### src/rtl/shf_ctl_pkg.sv
// Shared opcode, shifter class and FSM state definitions for the shifter
// controller slice.
package shf_ctl_pkg;

    localparam logic [2:0] OP_SHF = 3'b000;
    localparam logic [2:0] OP_ROT = 3'b001;
    localparam logic [2:0] OP_CLZ = 3'b010;
    localparam logic [2:0] OP_CLO = 3'b011;
    localparam logic [2:0] OP_NRM = 3'b100;

    // A count of 16 from the leading-bit counter means every bit matched.
    localparam logic [4:0] NRM_FULL = 5'd16;

    typedef enum logic [1:0] {
        CLS_SHF = 2'b00,
        CLS_ROT = 2'b01,
        CLS_CLZ = 2'b10,
        CLS_CLO = 2'b11
    } shf_cls_t;

    typedef enum logic [2:0] {
        IDLE = 3'd0,
        ISS1 = 3'd1,
        CAP1 = 3'd2,
        ISS2 = 3'd3,
        CAP2 = 3'd4,
        DONE = 3'd5
    } state_t;

    function automatic logic op_legal(input logic [2:0] op);
        return op <= OP_NRM;
    endfunction

endpackage

### src/rtl/shf_ctl_rr_arb2.sv
// Two-way round-robin arbiter; the pointer names the requester that wins
// the next contention and moves only when a grant is taken (adv).
module rr_arb2
    import shf_ctl_pkg::*;
(
    input  logic       clk_exe,
    input  logic       reset,
    input  logic [1:0] req,
    input  logic       adv,
    output logic [1:0] gnt,
    output logic       id
);

    logic ptr;

    always_comb begin
        id = 1'b0;
        if (req == 2'b11)
            id = ptr;
        else if (req[1])
            id = 1'b1;
        gnt = '0;
        if (req != 2'b00)
            gnt = id ? 2'b10 : 2'b01;
    end

    always_ff @(posedge clk_exe or negedge reset) begin
        if (!reset)
            ptr <= 1'b0;
        else if (adv)
            ptr <= ~id;
    end

endmodule

### src/rtl/shf_ctl.sv
// Shifter controller: arbitrates two requesters and sequences one or two
// passes through an external shifter per operation.
module shf_ctl
    import shf_ctl_pkg::*;
#(
    parameter int DATASIZE = 16
) (
    input  logic                clk_exe,
    input  logic                reset,
    input  logic                req0,
    input  logic                req1,
    input  logic [2:0]          op0,
    input  logic [2:0]          op1,
    input  logic [DATASIZE-1:0] x0,
    input  logic [DATASIZE-1:0] x1,
    input  logic [DATASIZE-1:0] y0,
    input  logic [DATASIZE-1:0] y1,
    output logic                gnt0,
    output logic                gnt1,
    output logic                busy,
    output logic                rsp_vld,
    output logic                rsp_id,
    output logic [DATASIZE-1:0] rsp_dt,
    output logic                rsp_sv,
    output logic                rsp_sz,
    output logic [4:0]          rsp_exp,
    output logic                ps_shf_en,
    output logic [1:0]          ps_shf_cls,
    output logic [DATASIZE-1:0] xb_dtx,
    output logic [DATASIZE-1:0] xb_dty,
    input  logic [DATASIZE-1:0] shf_xb_dt,
    input  logic                shf_ps_sv,
    input  logic                shf_ps_sz
);

    state_t              state;
    logic [2:0]          op_r;
    logic [DATASIZE-1:0] x_r;
    logic                id_r;
    logic [4:0]          exp_r;

    logic                idle;
    logic                adv;
    logic [1:0]          arb_gnt;
    logic                arb_id;
    logic [2:0]          sel_op;
    logic [DATASIZE-1:0] sel_x;
    logic [DATASIZE-1:0] sel_y;
    logic [4:0]          cnt;

    assign idle   = (state == IDLE);
    assign adv    = idle & (req0 | req1);
    assign busy   = ~idle;
    assign gnt0   = idle & arb_gnt[0];
    assign gnt1   = idle & arb_gnt[1];
    assign sel_op = arb_id ? op1 : op0;
    assign sel_x  = arb_id ? x1 : x0;
    assign sel_y  = arb_id ? y1 : y0;
    assign cnt    = shf_xb_dt[4:0];

    rr_arb2 u_arb (
        .clk_exe (clk_exe),
        .reset   (reset),
        .req     ({req1, req0}),
        .adv     (adv),
        .gnt     (arb_gnt),
        .id      (arb_id)
    );

    always_ff @(posedge clk_exe or negedge reset) begin
        if (!reset) begin
            state      <= IDLE;
            op_r       <= '0;
            x_r        <= '0;
            id_r       <= 1'b0;
            exp_r      <= '0;
            rsp_vld    <= 1'b0;
            rsp_id     <= 1'b0;
            rsp_dt     <= '0;
            rsp_sv     <= 1'b0;
            rsp_sz     <= 1'b0;
            rsp_exp    <= '0;
            ps_shf_en  <= 1'b0;
            ps_shf_cls <= '0;
            xb_dtx     <= '0;
            xb_dty     <= '0;
        end else begin
            rsp_vld   <= 1'b0;
            ps_shf_en <= 1'b0;
            unique case (state)
                IDLE: begin
                    if (adv) begin
                        op_r <= sel_op;
                        x_r  <= sel_x;
                        id_r <= arb_id;
                        if (!op_legal(sel_op)) begin
                            rsp_dt  <= '0;
                            rsp_sv  <= 1'b1;
                            rsp_sz  <= 1'b0;
                            rsp_exp <= '0;
                            rsp_id  <= arb_id;
                            rsp_vld <= 1'b1;
                            state   <= DONE;
                        end else begin
                            ps_shf_en <= 1'b1;
                            xb_dtx    <= sel_x;
                            xb_dty    <= sel_y;
                            if (sel_op == OP_NRM)
                                ps_shf_cls <= sel_x[15] ? CLS_CLO : CLS_CLZ;
                            else
                                ps_shf_cls <= sel_op[1:0];
                            state <= ISS1;
                        end
                    end
                end
                ISS1: state <= CAP1;
                CAP1: begin
                    if (op_r == OP_NRM && cnt == NRM_FULL) begin
                        // All bits equal the sign: nothing to normalize.
                        rsp_dt  <= x_r;
                        rsp_sv  <= 1'b1;
                        rsp_sz  <= (x_r == '0);
                        rsp_exp <= NRM_FULL;
                        rsp_id  <= id_r;
                        rsp_vld <= 1'b1;
                        state   <= DONE;
                    end else if (op_r == OP_NRM) begin
                        // Shift by one less than the count to keep a sign bit.
                        ps_shf_en  <= 1'b1;
                        ps_shf_cls <= CLS_SHF;
                        xb_dtx     <= x_r;
                        xb_dty     <= DATASIZE'(cnt - 5'd1);
                        exp_r      <= cnt - 5'd1;
                        state      <= ISS2;
                    end else begin
                        rsp_dt  <= shf_xb_dt;
                        rsp_sv  <= shf_ps_sv;
                        rsp_sz  <= shf_ps_sz;
                        rsp_exp <= '0;
                        rsp_id  <= id_r;
                        rsp_vld <= 1'b1;
                        state   <= DONE;
                    end
                end
                ISS2: state <= CAP2;
                CAP2: begin
                    rsp_dt  <= shf_xb_dt;
                    rsp_sv  <= shf_ps_sv;
                    rsp_sz  <= shf_ps_sz;
                    rsp_exp <= exp_r;
                    rsp_id  <= id_r;
                    rsp_vld <= 1'b1;
                    state   <= DONE;
                end
                DONE: state <= IDLE;
                default: state <= IDLE;
            endcase
        end
    end

endmodule

### config.mk
export PLATFORM = sky130hd
export DESIGN_NAME = shf_ctl
export DESIGN_NICKNAME = d
export VERILOG_FILES = /design/src/rtl/shf_ctl_pkg.sv /design/src/rtl/shf_ctl_rr_arb2.sv /design/src/rtl/shf_ctl.sv
export SDC_FILE = /design/constraint.sdc
export NUM_CORES = 1
export LEC_CHECK = 0
export CELL_PAD_IN_SITES_DETAIL_PLACEMENT = 1
export CELL_PAD_IN_SITES_GLOBAL_PLACEMENT = 1
export CORE_ASPECT_RATIO = 1.75
export CORE_MARGIN = 10
export CORE_UTILIZATION = 43
export DETAILED_ROUTE_END_ITERATION = 12
export DONT_BUFFER_PORTS = 1
export PLACE_DENSITY_LB_ADDON = 0.2
export RECOVER_POWER = 100
export REMOVE_ABC_BUFFERS = 1
export SLEW_MARGIN = 5
export SYNTH_ARGS = -nofsm -noshare
export SYNTH_HDL_FRONTEND = slang
export SYNTH_SLANG_ARGS = --single-unit
### constraint.sdc
create_clock -name clk_exe -period 2 [get_ports clk_exe]
set_clock_uncertainty 0.1 [all_clocks]
set_input_delay 0.2 -clock clk_exe [delete_from_list [all_inputs] [get_ports clk_exe]]
set_output_delay 0.2 -clock clk_exe [all_outputs]
set_load 0.02 [all_outputs]
# ---- Yosys cells after proc, flatten, opt, wreduce, memory -nomap -nowiden
# Cells that the tools add are included.
dict set report word_totals {
  register_bits 89
  latchBits 0
  mem_bits_rw 0
  mem_bits_ro 0
  in_bits 92
  out_inout_bits 63
  word_cells 114
  mem_count 0
}
dict set report op_classes {
  add_sub_neg 2
  n_mul 0
  div_mod_pow 0
  n_lt_le_gt_ge 1
  n_eq_ne 14
  shift 0
  n_mux 64
  n_bitwise 7
  reduce_logical 10
}
# op count
set ops {}
lappend ops {{$mux W16} 14}
lappend ops {{$pmux W16 S2} 2}
lappend ops {{$pmux W16 S3} 1}
lappend ops {{$mux W1} 23}
lappend ops {{$mux W5} 4}
lappend ops {{$logic_not A16 Y1} 1}
lappend ops {{$mux W3} 5}
lappend ops {{$pmux W3 S5} 1}
lappend ops {{$pmux W5 S3} 1}
lappend ops {{$mux W2} 7}
lappend ops {{$pmux W1 S3} 4}
lappend ops {{$eq A3 B3 Y1 const B} 3}
lappend ops {{$eq A3 B2 Y1 const B} 2}
lappend ops {{$ne A2 B2 Y1 const B} 3}
lappend ops {{$sub A5 B1 Y6 const B} 1}
lappend ops {{$eq A5 B5 Y1 const B} 1}
lappend ops {{$reduce_and A5 Y1} 1}
lappend ops {{$sub A5 B1 Y5 const B} 1}
lappend ops {{$ne A2 B1 Y1 const B} 2}
lappend ops {{$pmux W2 S2} 1}
lappend ops {{$reduce_and A4 Y1} 1}
lappend ops {{$reduce_bool A2 Y1} 2}
lappend ops {{$and A1 B1 Y1} 3}
lappend ops {{$eq A3 B1 Y1 const B} 1}
lappend ops {{other kinds (11)} 13}

# ---- Depth between registers and ports, before layout
# Gate-level depths: netlist of run 1.
dict set report logic_depth {
  ltp_word 8
  ltp_mapped 8
}

# ---- Hierarchy
# Synthesis of run 1 repeated with hierarchy kept, for this count alone.
dict set report hier_totals {
  hier_cells 443
  area_unflattened_um2 4810.9
}
# mod instances cells_per_inst area_per_inst_um2
set by_module_without_submodules {}
lappend by_module_without_submodules {shf_ctl 1 436 4727.0}
lappend by_module_without_submodules {rr_arb2 1 7 83.8}

# ---- Worst setup path after synthesis of run 1
# No wires, ideal clock.
dict set report synth_path {
  kind {register to register}
  start {register state[1]}
  end {register ps_shf_cls[1]}
  setup_time_ns 0.127
  t_arrival_ns 1.966
  required_time_ns 1.773
  setup_slack_ns -0.193
  path_stages_with_launch 8
  n_path_buf 2
  path_cell_list {dfrtp_1 > or3_4 > o21bai_4 > nor3_2 > or2_1 > buf_4 > buf_6 > mux2_1}
}
dict set report synth_between {
  elab_chain_len 4
  elab_cells_between_ends 10
  classes_between {eq/ne: 5; mux: 1; bitwise: 1; reduce/logical: 3}
}
# element line_no
set synth_lines {}
lappend synth_lines {{start, declared} shf_ctl.sv:36} ;# state_t state;
lappend synth_lines {{start signal, assigned} shf_ctl.sv:72} ;# state <= IDLE;
lappend synth_lines {{start signal, assigned} shf_ctl.sv:103} ;# state <= DONE;
lappend synth_lines {{start signal, assigned} shf_ctl.sv:112} ;# state <= ISS1;
lappend synth_lines {{$logic_not A3 Y1} {shf_ctl.sv:51, shf_ctl.sv:90}}
lappend synth_lines {{$and A1 B1 Y1} shf_ctl.sv:52} ;# assign adv = idle & (req0 | req1);
lappend synth_lines {{$ne A2 B1 Y1 (no line)} n/a}
lappend synth_lines {{$reduce_and A5 Y1 (no line)} n/a}
lappend synth_lines {{end signal, assigned} shf_ctl.sv:109} ;# ps_shf_cls <= sel_x[15] ? CLS_CLO : CLS_CLZ;
lappend synth_lines {{end signal, assigned} shf_ctl.sv:111} ;# ps_shf_cls <= sel_op[1:0];
lappend synth_lines {{end, declared} shf_ctl.sv:28} ;# output logic [1:0] ps_shf_cls,
# Parallel ways exist; a longest one is shown, timed or not.
# A chain may end at the register's enable or synchronous reset.

# ---- Worst setup path in the final report of run 1
dict set report layout_path {
  start {register state[1]}
  end {register rsp_dt[12]}
}
dict set report layout_between {
  elab_chain_len 4
  elab_cells_between_ends 10
  classes_between {eq/ne: 5; mux: 1; bitwise: 1; reduce/logical: 3}
}
# element line_no
set layout_lines {}
lappend layout_lines {{$logic_not A3 Y1} {shf_ctl.sv:51, shf_ctl.sv:90}}
lappend layout_lines {{$and A1 B1 Y1} shf_ctl.sv:52}
lappend layout_lines {{$ne A2 B1 Y1 (no line)} n/a}
lappend layout_lines {{$reduce_and A4 Y1 (no line)} n/a}
lappend layout_lines {{end signal, assigned} shf_ctl.sv:120} ;# rsp_dt <= x_r;
lappend layout_lines {{end signal, assigned} shf_ctl.sv:136} ;# rsp_dt <= shf_xb_dt;
lappend layout_lines {{end signal, assigned} shf_ctl.sv:147} ;# rsp_dt <= shf_xb_dt;
lappend layout_lines {{end, declared} shf_ctl.sv:23} ;# output logic [DATASIZE-1:0] rsp_dt,
# Parallel ways exist; a longest one is shown, timed or not.

==> results.py, run 1 <==
metrics = {
    "logic_synthesis": {
        "yosys.area.top_type": "dfrtp_1",
        "synthCells": 420,
        "netlist_area_sq_um": 4440,
        "postSynthAreaPerCell_sq_um": 10.6,
        "synth-seq-area-share": 0.502,
        "synth-seq-cells": 89,
        "ys_async_sr_fraction": 1.00,
        "ys_types": 47,
        "synth_edf_count": 0,
        "synth_top_area_frac": 0.502,
        "synthTopCellsByArea": "dfrtp_1 50%, mux2_1 7.4%, mux2_2 5.6%",
        "synth_ff_type": "dfrtp_1",
        "yosys_warnings": 0,
    },
    "timing": {
        "hold_ws_ps": -559,
        "hold_viol_final": 89,
        "setup_viol": 57,
        "period_share": 1.05,
        "maxSlewViolCount": 0,
        "tns_ps": -2540,
        "tightest_slew_ps": 538,
        "relSlewSlack": 0.640,
        "fmax_ghz": 0.478,
        "period_minus_slack_ps": 2090,
        "rsz0062_at_grt": "true",
        "fin_ws_ps": -90.8,
    },
    "setup_path": {
        "reg2reg_setup_slack_ps": -90,
        "r2r-start": "state[1]",
        "crit_fanout": 5,
        "cp-end-kind": "flip-flop",
        "arrival_ps": 2220,
        "crit_path_cell_trace": "or3_4 > o21bai_4 > o21bai_2 > nand2_4 > mux2_2",
        "cpPeakStageDelay_ps": 390,
        "cpLargestDelayFamily": "simple AND/OR/NAND/NOR gates",
        "worst_path_max_delay_cell": "or3_4",
        "startpoint": "state[1]",
        "start_kind": "flip-flop",
        "worst_ep_required_time_ps": 2130,
        "critPathKind": "flip-flop to flip-flop",
        "critPathBufInv": 0,
    },
    "finish": {
        "num_antenna_cells": 0,
        "final_area_sq_um": 5600,
        "fillers": 1078,
        "nNetsFinal": 562,
        "drive_above_1_share": 0.264,
        "area_growth_syn_to_layout_pct": 26.2,
    },
    "floorplan": {
        "fp.dieW_um": 96.8,
        "pin_count": 155,
        "start_util": 0.436,
        "num_rows": 49,
        "die-area_sq_um": 14900,
        "coreArea_sq_um": 10200,
        "die_h_um": 154,
    },
    "cts": {
        "numCtsBuffers": 9,
        "cts_max_level": 3,
        "cts.clk_slew.worst_paths_ps": 70,
        "root_buffer": "clkbuf_16",
        "clockBufferDepth": 2,
        "insertion_delay_ps": 340,
        "clkSinkCount": 89,
        "cts_tree": "done",
        "ctsHoldBuffers": 18,
    },
    "global_route": {
        "grt_pass1_wl_um": 23300,
        "antenna_found_initial": 0,
        "grt_max_degree": 90,
        "grtUsageTotal": 0.197,
        "overflow": 0,
        "grt_pass1_vias": 3940,
    },
    "route": {
        "drt_iter0_drc": 126,
        "route.detailed.drc": 0,
        "wl_per_cell_um": 25.7,
        "via_count": 3547,
        "vias_per_cell": 5.90,
        "dr.pass1.iters": 5,
        "wl_um": 15500,
        "postRouteAntennaNets": 0,
    },
    "run_status": {
        "status": "complete, but fails checks",
        "violations": "negative hold slack, negative setup slack",
    },
    "job": {
        "cap_violations": 0,
    },
    "placement": {
        "placed_area_sq_um": 4810,
        "finalWeightedCongestion": 0.824,
        "io_buffers": 0,
        "dp_hpwl_um": 10900,
    },
    "power": {
        "vdd_drop_max_mv": 0.715,
        "p_per_area_nw_per_um2": 1740,
        "power.leakage_nw": 2.62,
    },
    "min_path": {
        "hold_path.class": "primary input to async pin",
    },
}
==> routing by layer <==
metal | global-route usage | wire [um]
met5 | 0 | 0
met4 | 0.0727 | 342
met3 | 0.0602 | 902
met2 | 0.374 | 8780
met1 | 0.192 | 5440
==> metrics by stage <==
step / total power [W] / std cells / util / setup WS, ps
after global routing: 0.0103 / 601 / 0.550 / -129
after floorplan: 0.00563 / 395 / - / -913
after detailed placement: 0.00695 / 559 / 0.472 / -144
final: 0.00975 / 601 / 0.550 / -90.8
after global placement: 0.00679 / 559 / 0.472 / -125
after CTS: 0.00965 / 597 / 0.544 / -101
==> worst reg2reg max path: stages, from the launching register on <==
cell      delay [ps]
dfrtp_1          380
or3_4            390
o21bai_4         210
o21bai_2         330
nand2_4          210
mux2_2           360
==> kinds of logic (layout without fill, tap and decap cells) <==
logic type	count (synthesis)	after routing	synth area share
mux	74	74	0.181
buf+inv	29	80	0.0333
compound gates	98	98	0.144
simple gates	126	129	0.131
flops	89	89	0.502
fa+ha+maj	1	1	0.00282
xor+xnor	3	3	0.00592
==> placed cells by master, fill, tap and decap left out, types with 3 or more instances in the layout <==
master / n
mux2_2: 18
a32o_1: 4
nand2_1: 63
buf_4: 31
nand2_4: 3
nor3_1: 4
dlygate4sd3_1: 18
nor2_1: 33
o21ai_0: 26
a22o_1: 14
mux2_4: 33
clkbuf_16: 9
inv_1: 4
bufinv_16: 3
xor2_1: 3
nor4_1: 4
a21oi_1: 22
mux2i_1: 23
a31oi_1: 18
buf_12: 7
dfrtp_1: 89
==> registers in the layout (all words and copies together) (netlist names), 2 cells and up <==
signal      count
rsp_dt         16
x_r            16
xb_dtx         16
xb_dty         16
exp_r           5
rsp_exp         5
op_r            3
state           3
ps_shf_cls      2
==> timing repair <==
action                                 in CTS  in global routing
pin swaps                                   2                  2
resized for setup                          42                  6
setup buffers                               2                  2
cloned                                      2                  2
setup endpoints to repair                  53                 59
endpoints found under the hold margin     102                 89
==> worst paths after layout <==
| path | end | depth (start not counted) |
|---|---|---|
| max in group asynchronous | rsp_dt[3] | 0 |
| hold / removal | ps_shf_cls[0] | 0 |
| min in group clk_exe | x_r[11] | 2 |
| hold reg to reg | u_arb.ptr | 1 |
| setup / recovery | rsp_dt[12] | 5 |
| setup reg to reg | rsp_dt[12] | 5 |
==> where the power goes <==
part	switching [W]	leakage [nW]	total [W]	internal, W
logic	0.00180	1.35	0.00383	0.00203
registers	0.00134	1.11	0.00394	0.00260
clock network	0.000724	0.166	0.00198	0.00125
==> cells in the mapped netlist, drive strengths merged (2+ instances only) <==
library cell   n
a21oi         24
buf           12
nand2         65
dfrtp         89
o21ai         27
nand3          2
mux2          51
nor2          34
o311ai         2
clkbuf        13
inv            4
nor3           7
nor3b          2
mux2i         23
a31oi         18
or3b           3
o21bai         2
a22o          14
a21o           2
xor2           3
a32o           4
and3           2
nor4           4
==> layout make-up <==
| cell class | count | area, sq um | area share |
|---|---|---|---|
| Inverter | 4 | 15.0 | 0.00268 |
| Sequential cell | 89 | 2230 | 0.398 |
| Timing Repair Buffer | 60 | 611 | 0.109 |
| Tap cell | 127 | 159 | 0.0284 |
| Clock buffer | 11 | 243 | 0.0434 |
| Clock inverter | 5 | 103 | 0.0183 |
| Multi-Input combinational cell | 305 | 2240 | 0.400 |
(Power assumes the default switching activity.)
==> inputs of run 2 (changes only) <==
--- a/config.mk
+++ b/config.mk
@@ -12,7 +12,7 @@
 export CORE_UTILIZATION = 43
 export DETAILED_ROUTE_END_ITERATION = 12
 export DONT_BUFFER_PORTS = 1
-export PLACE_DENSITY_LB_ADDON = 0.2
+export PLACE_DENSITY = 0.81
 export RECOVER_POWER = 100
 export REMOVE_ABC_BUFFERS = 1
 export SLEW_MARGIN = 5
==> results.py, run 2 (synthesized netlist as in run 1, its figures left out) <==
metrics = {
    "run_status": {
        "status": "complete, but fails checks",
        "violations": "negative hold slack, negative setup slack",
    },
    "finish": {
        "multi_input_area_sq_um": 2230,
        "final_cell_mix": "89 x dfrtp_1, 63 x nand2_1, 42 x buf_4",
        "final_common_cell": "dfrtp_1",
        "num_antenna_cells": 0,
        "fin_cells": 602,
        "drive_above_1_share": 0.293,
        "seq_area_sq_um": 2230,
        "area_growth_syn_to_layout_pct": 25.5,
        "fillers": 1114,
        "nNetsFinal": 563,
    },
    "timing": {
        "relSlewSlack": 0.724,
        "fmax_ghz": 0.473,
        "hold_ws_ps": -544,
        "hold_viol_final": 90,
        "setup_viol": 49,
        "maxSlewViolCount": 0,
        "period_share": 1.06,
        "rsz0062_at_grt": "true",
        "period_minus_slack_ps": 2120,
        "tns_ps": -3500,
        "fin_ws_ps": -115,
        "tightest_slew_ps": 410,
    },
    "placement": {
        "io_buffers": 0,
        "dp_hpwl_um": 11100,
        "finalWeightedCongestion": 0.834,
        "placedCellCount": 566,
    },
    "route": {
        "postRouteAntennaNets": 0,
        "drt_iter0_drc": 167,
        "dr.pass1.iters": 4,
        "route.detailed.drc": 0,
        "vias_per_cell": 5.90,
        "wl_per_cell_um": 25.2,
        "wl_um": 15200,
        "via_count": 3549,
    },
    "global_route": {
        "overflow": 0,
        "grt_pass1_wl_um": 23500,
        "grt_pass1_vias": 4072,
        "antenna_found_initial": 0,
        "grtUsageTotal": 0.196,
        "grt_max_degree": 90,
    },
    "cts": {
        "clockBufferDepth": 2,
        "numCtsBuffers": 9,
        "cts_max_level": 3,
        "insertion_delay_ps": 330,
        "root_buffer": "clkbuf_16",
        "cts.clk_slew.worst_paths_ps": 60,
        "ctsHoldBuffers": 12,
        "cts_tree": "done",
        "clkSinkCount": 89,
    },
    "power": {
        "p_int_w": 0.00582,
        "p_per_area_nw_per_um2": 1730,
        "combPwrFrac": 0.395,
        "clkPwrFrac": 0.193,
        "vdd_drop_max_mv": 0.850,
        "p_sw_frac": 0.394,
        "power.leakage_nw": 2.62,
        "p_sw_w": 0.00379,
        "seqPwrFrac": 0.412,
    },
    "floorplan": {
        "fp.dieW_um": 96.8,
        "die-area_sq_um": 14900,
        "pin_count": 155,
        "num_rows": 49,
        "die_h_um": 154,
        "coreArea_sq_um": 10200,
        "start_util": 0.436,
    },
    "min_path": {
        "hold_path.class": "primary input to async pin",
    },
    "job": {
        "cap_violations": 0,
    },
    "setup_path": {
        "critPathKind": "flip-flop to flip-flop",
        "arrival_ps": 2230,
        "start_kind": "flip-flop",
        "crit_fanout": 10,
        "worst_ep_required_time_ps": 2120,
        "cp-end-kind": "flip-flop",
    },
}
[run 2: final cells by class]
| class | count | share of cell area |
|---|---|---|
| clock buffers | 11 | 0.0454 |
| clock inverters | 5 | 0.0139 |
| inverters | 4 | 0.00270 |
| multi-input cells | 302 | 0.401 |
| flip-flops and latches | 89 | 0.400 |
| well taps | 127 | 0.0285 |
| repair buffers | 64 | 0.109 |
[run 2: routing by layer]
layer	up-vias	share of wire	GRT usage
met5	-	0	0
met1	1800	0.35	0.194
li1	1610	-	-
met3	31	0.049	0.0428
met4	0	0.033	0.111
met2	108	0.57	0.364
[run 2: worst paths after layout]
check                          start            end  slack [ps]  depth (start not counted)
max in group asynchronous      reset     rsp_exp[4]        2170                          0
setup / recovery            state[1]      xb_dtx[5]        -120                          6
hold / removal                 reset        rsp_vld        -540                          0
min in group clk_exe          op1[0]  ps_shf_cls[0]         -10                          2
hold reg to reg            u_arb.ptr      u_arb.ptr         390                          1
setup reg to reg            state[1]      xb_dtx[5]        -120                          6
[run 2: metrics by stage]
stage | utilization | total power (W) | instance area [sq um] | setup slack, ps
after CTS | 0.536 | 0.00946 | 5460 | -117
after global placement | 0.477 | 0.00685 | 4860 | -108
final | 0.547 | 0.00962 | 5570 | -115
after detailed placement | 0.477 | 0.00709 | 4860 | -161
after global routing | 0.547 | 0.0102 | 5570 | -186
after floorplan | - | 0.00563 | 4300 | -913
[run 2: power groups by stage]
| stage | clock network [W] | registers [W] | logic, W |
|---|---|---|---|
| finish | 0.00185 | 0.00397 | 0.00380 |
| detailed placement | 0 | 0.00399 | 0.00310 |
| floorplan | 0 | 0.00368 | 0.00196 |
| global route | 0.00198 | 0.00406 | 0.00412 |
| global placement | 0 | 0.00395 | 0.00291 |
| CTS | 0.00189 | 0.00399 | 0.00358 |
[run 2: critical path, cell delays in order, from the launching register on]
cell      delay (ps)
dfrtp_1          380
or3_4            400
o21bai_4         210
nor3_2           190
or2_4            230
buf_12           170
mux2_4           310
[run 2: repair_timing]
item	CTS	global route
endpoints found under the hold margin	98	89
setup endpoints to repair	53	55
resized for setup	35	15
pin swaps	2	2
gates cloned	1	1
buffers inserted	1	5
==> inputs of run 3 (changes only) <==
--- a/config.mk
+++ b/config.mk
@@ -5,14 +5,15 @@
 export SDC_FILE = /design/constraint.sdc
 export NUM_CORES = 1
 export LEC_CHECK = 0
+export ABC_CLOCK_PERIOD_IN_PS = 2500
 export CELL_PAD_IN_SITES_DETAIL_PLACEMENT = 1
 export CELL_PAD_IN_SITES_GLOBAL_PLACEMENT = 1
-export CORE_ASPECT_RATIO = 1.75
+export CORE_ASPECT_RATIO = 0.8
 export CORE_MARGIN = 10
-export CORE_UTILIZATION = 43
+export CORE_UTILIZATION = 50
 export DETAILED_ROUTE_END_ITERATION = 12
 export DONT_BUFFER_PORTS = 1
-export PLACE_DENSITY = 0.81
+export PLACE_DENSITY = 0.88
 export RECOVER_POWER = 100
 export REMOVE_ABC_BUFFERS = 1
 export SLEW_MARGIN = 5
==> constraint.sdc (replaced) <==
create_clock -name clk_exe -period 2.5 [get_ports clk_exe]
set_clock_uncertainty 0.1 [all_clocks]
set_input_delay 0.25 -clock clk_exe [delete_from_list [all_inputs] [get_ports clk_exe]]
set_output_delay 0.25 -clock clk_exe [all_outputs]
set_load 0.02 [all_outputs]
==> results.py, run 3 (synthesized netlist as in run 1, its figures left out) <==
metrics = {
    "run_status": {
        "status": "finished clean",
    },
    "global_route": {
        "antenna_found_initial": 1,
        "grt_max_degree": 90,
        "met1_usage": 0.233,
        "overflow": 0,
        "met2_usage": 0.344,
        "top_usage_layer": "met2",
        "met3_usage": 0.0820,
        "grt_pass1_vias": 3836,
        "grt_pass1_wl_um": 21500,
        "grtUsageTotal": 0.204,
    },
    "power": {
        "p_sw_w": 0.00281,
        "power.leakage_nw": 2.23,
        "p_per_area_nw_per_um2": 1300,
        "p_int_w": 0.00355,
        "seqPwrFrac": 0.494,
        "p_sw_frac": 0.442,
        "vdd_drop_max_mv": 0.531,
        "combPwrFrac": 0.346,
        "clkPwrFrac": 0.160,
    },
    "job": {
        "cap_violations": 0,
    },
    "floorplan": {
        "die_h_um": 104,
        "pin_count": 155,
        "fp.dieW_um": 125,
        "coreArea_sq_um": 8560,
        "num_rows": 30,
        "die-area_sq_um": 13100,
        "start_util": 0.518,
    },
    "route": {
        "via_count": 3407,
        "drt_iter0_drc": 243,
        "postRouteAntennaNets": 0,
        "vias_per_cell": 6.23,
        "route.detailed.drc": 0,
        "wl_um": 13600,
        "wl_per_cell_um": 24.9,
        "dr.pass1.iters": 4,
    },
    "timing": {
        "period_share": 0.962,
        "relSlewSlack": 0.180,
        "setup_viol": 0,
        "hold_viol_final": 0,
        "tightest_slew_ps": 1230,
        "fin_ws_ps": 94.3,
        "period_minus_slack_ps": 2410,
        "fmax_ghz": 0.416,
        "maxSlewViolCount": 0,
        "tns_ps": 0,
        "rsz0062_at_grt": "false",
    },
    "setup_path": {
        "critPathKind": "flip-flop to output port",
        "arrival_ps": 2060,
        "worst_ep_required_time_ps": 2150,
        "cp-end-kind": "output port",
        "start_kind": "flip-flop",
        "crit_fanout": 34,
        "reg2reg_setup_slack_ps": 100,
    },
    "cts": {
        "cts.clk_slew.worst_paths_ps": 90,
        "clockBufferDepth": 2,
        "numCtsBuffers": 9,
        "root_buffer": "clkbuf_8",
        "cts_max_level": 3,
        "clkSinkCount": 89,
        "cts_tree": "done",
        "insertion_delay_ps": 360,
    },
    "placement": {
        "dp_hpwl_um": 9870,
        "placedCellCount": 520,
        "placed_area_sq_um": 4560,
        "post-place-ws_ps": 49.2,
        "io_buffers": 0,
        "finalWeightedCongestion": 0.861,
    },
    "finish": {
        "fin_cells": 547,
        "final_area_sq_um": 4890,
        "final_common_cell": "dfrtp_1",
        "num_antenna_cells": 0,
        "nNetsFinal": 523,
        "drive_above_1_share": 0.154,
        "area_growth_syn_to_layout_pct": 10.2,
        "final_core_util": 0.571,
        "final_cell_mix": "88 x dfrtp_1, 63 x nand2_1, 32 x nor2_1",
    },
    "min_path": {
        "hold_path.class": "primary input to flip-flop",
    },
}
-- run 3: cell types whose count changed in the layout (fill, tap and decap cells not counted), moves of 2 or more --
cell           before  now
buf_4              42    9
mux2_4             33    0
mux2_1              0   29
clkbuf_16          10    0
clkbuf_8            2    9
mux2_2             18   22
buf_12              5    2
buf_6               3    1
dlygate4sd3_1      12   10
inv_6               0    2
nor2_4              2    0
nor3_2              4    2
or3b_4              2    0
-- run 3: worst max-delay path: stages, from the launching register on --
cell	delay, ps
dfrtp_2	450
or3_4	460
o21bai_4	270
buf_12	210
nor2_2	140
buf_4	160
-- run 3: what timing repair did --
action / in CTS / in global routing
hold buffers: 11 / 0
endpoints found under the setup margin: 2 / 30
gates resized for setup: 2 / 7
buffers inserted: 0 / 0
endpoints found under the hold margin: 96 / 0
-- run 3: metrics by stage --
stage / hold WS, ps / power [W]
floorplan: -146 / 0.00451
global placement: -141 / 0.00511
detailed placement: -142 / 0.00529
CTS: 1.93 / 0.00639
global route: 30.0 / 0.00680
finish: 23.8 / 0.00636
-- run 3: area by class of cell --
cell class | count | area (sq um)
Clock buffer | 9 | 124
Clock inverter | 7 | 76.3
Fill cell | 923 | 3670
Inverter | 4 | 15.0
Multi-Input combinational cell | 302 | 2070
Sequential cell | 89 | 2230
Tap cell | 112 | 140
Timing Repair Buffer | 24 | 230
-- run 3: path summary, 6_finish.rpt --
check	from	end	cells past startpoint
max	state[1]	gnt1	5
min in group asynchronous	reset	op_r[0]	2
min	op1[1]	op_r[1]	2
max in group asynchronous	reset	state[1]	2
max reg2reg	state[1]	rsp_dt[8]	5
min reg2reg	u_arb.ptr	u_arb.ptr	1
-- run 3: power by group through the flow --
stage	Sequential, W	Clock (W)	Combinational (W)
detailed placement	0.00318	0	0.00211
global route	0.00325	0.00111	0.00245
global placement	0.00314	0	0.00197
CTS	0.00316	0.00105	0.00218
finish	0.00314	0.00102	0.00220
floorplan	0.00294	0	0.00157
-- run 3: layer usage --
| layer | part of all wire | vias to the layer above | wire length [um] |
|---|---|---|---|
| met5 | 0.00096 | - | 13 |
| met4 | 0.015 | 2 | 203 |
| met3 | 0.086 | 21 | 1170 |
| met2 | 0.51 | 131 | 6870 |
| met1 | 0.39 | 1732 | 5350 |
| li1 | - | 1521 | - |
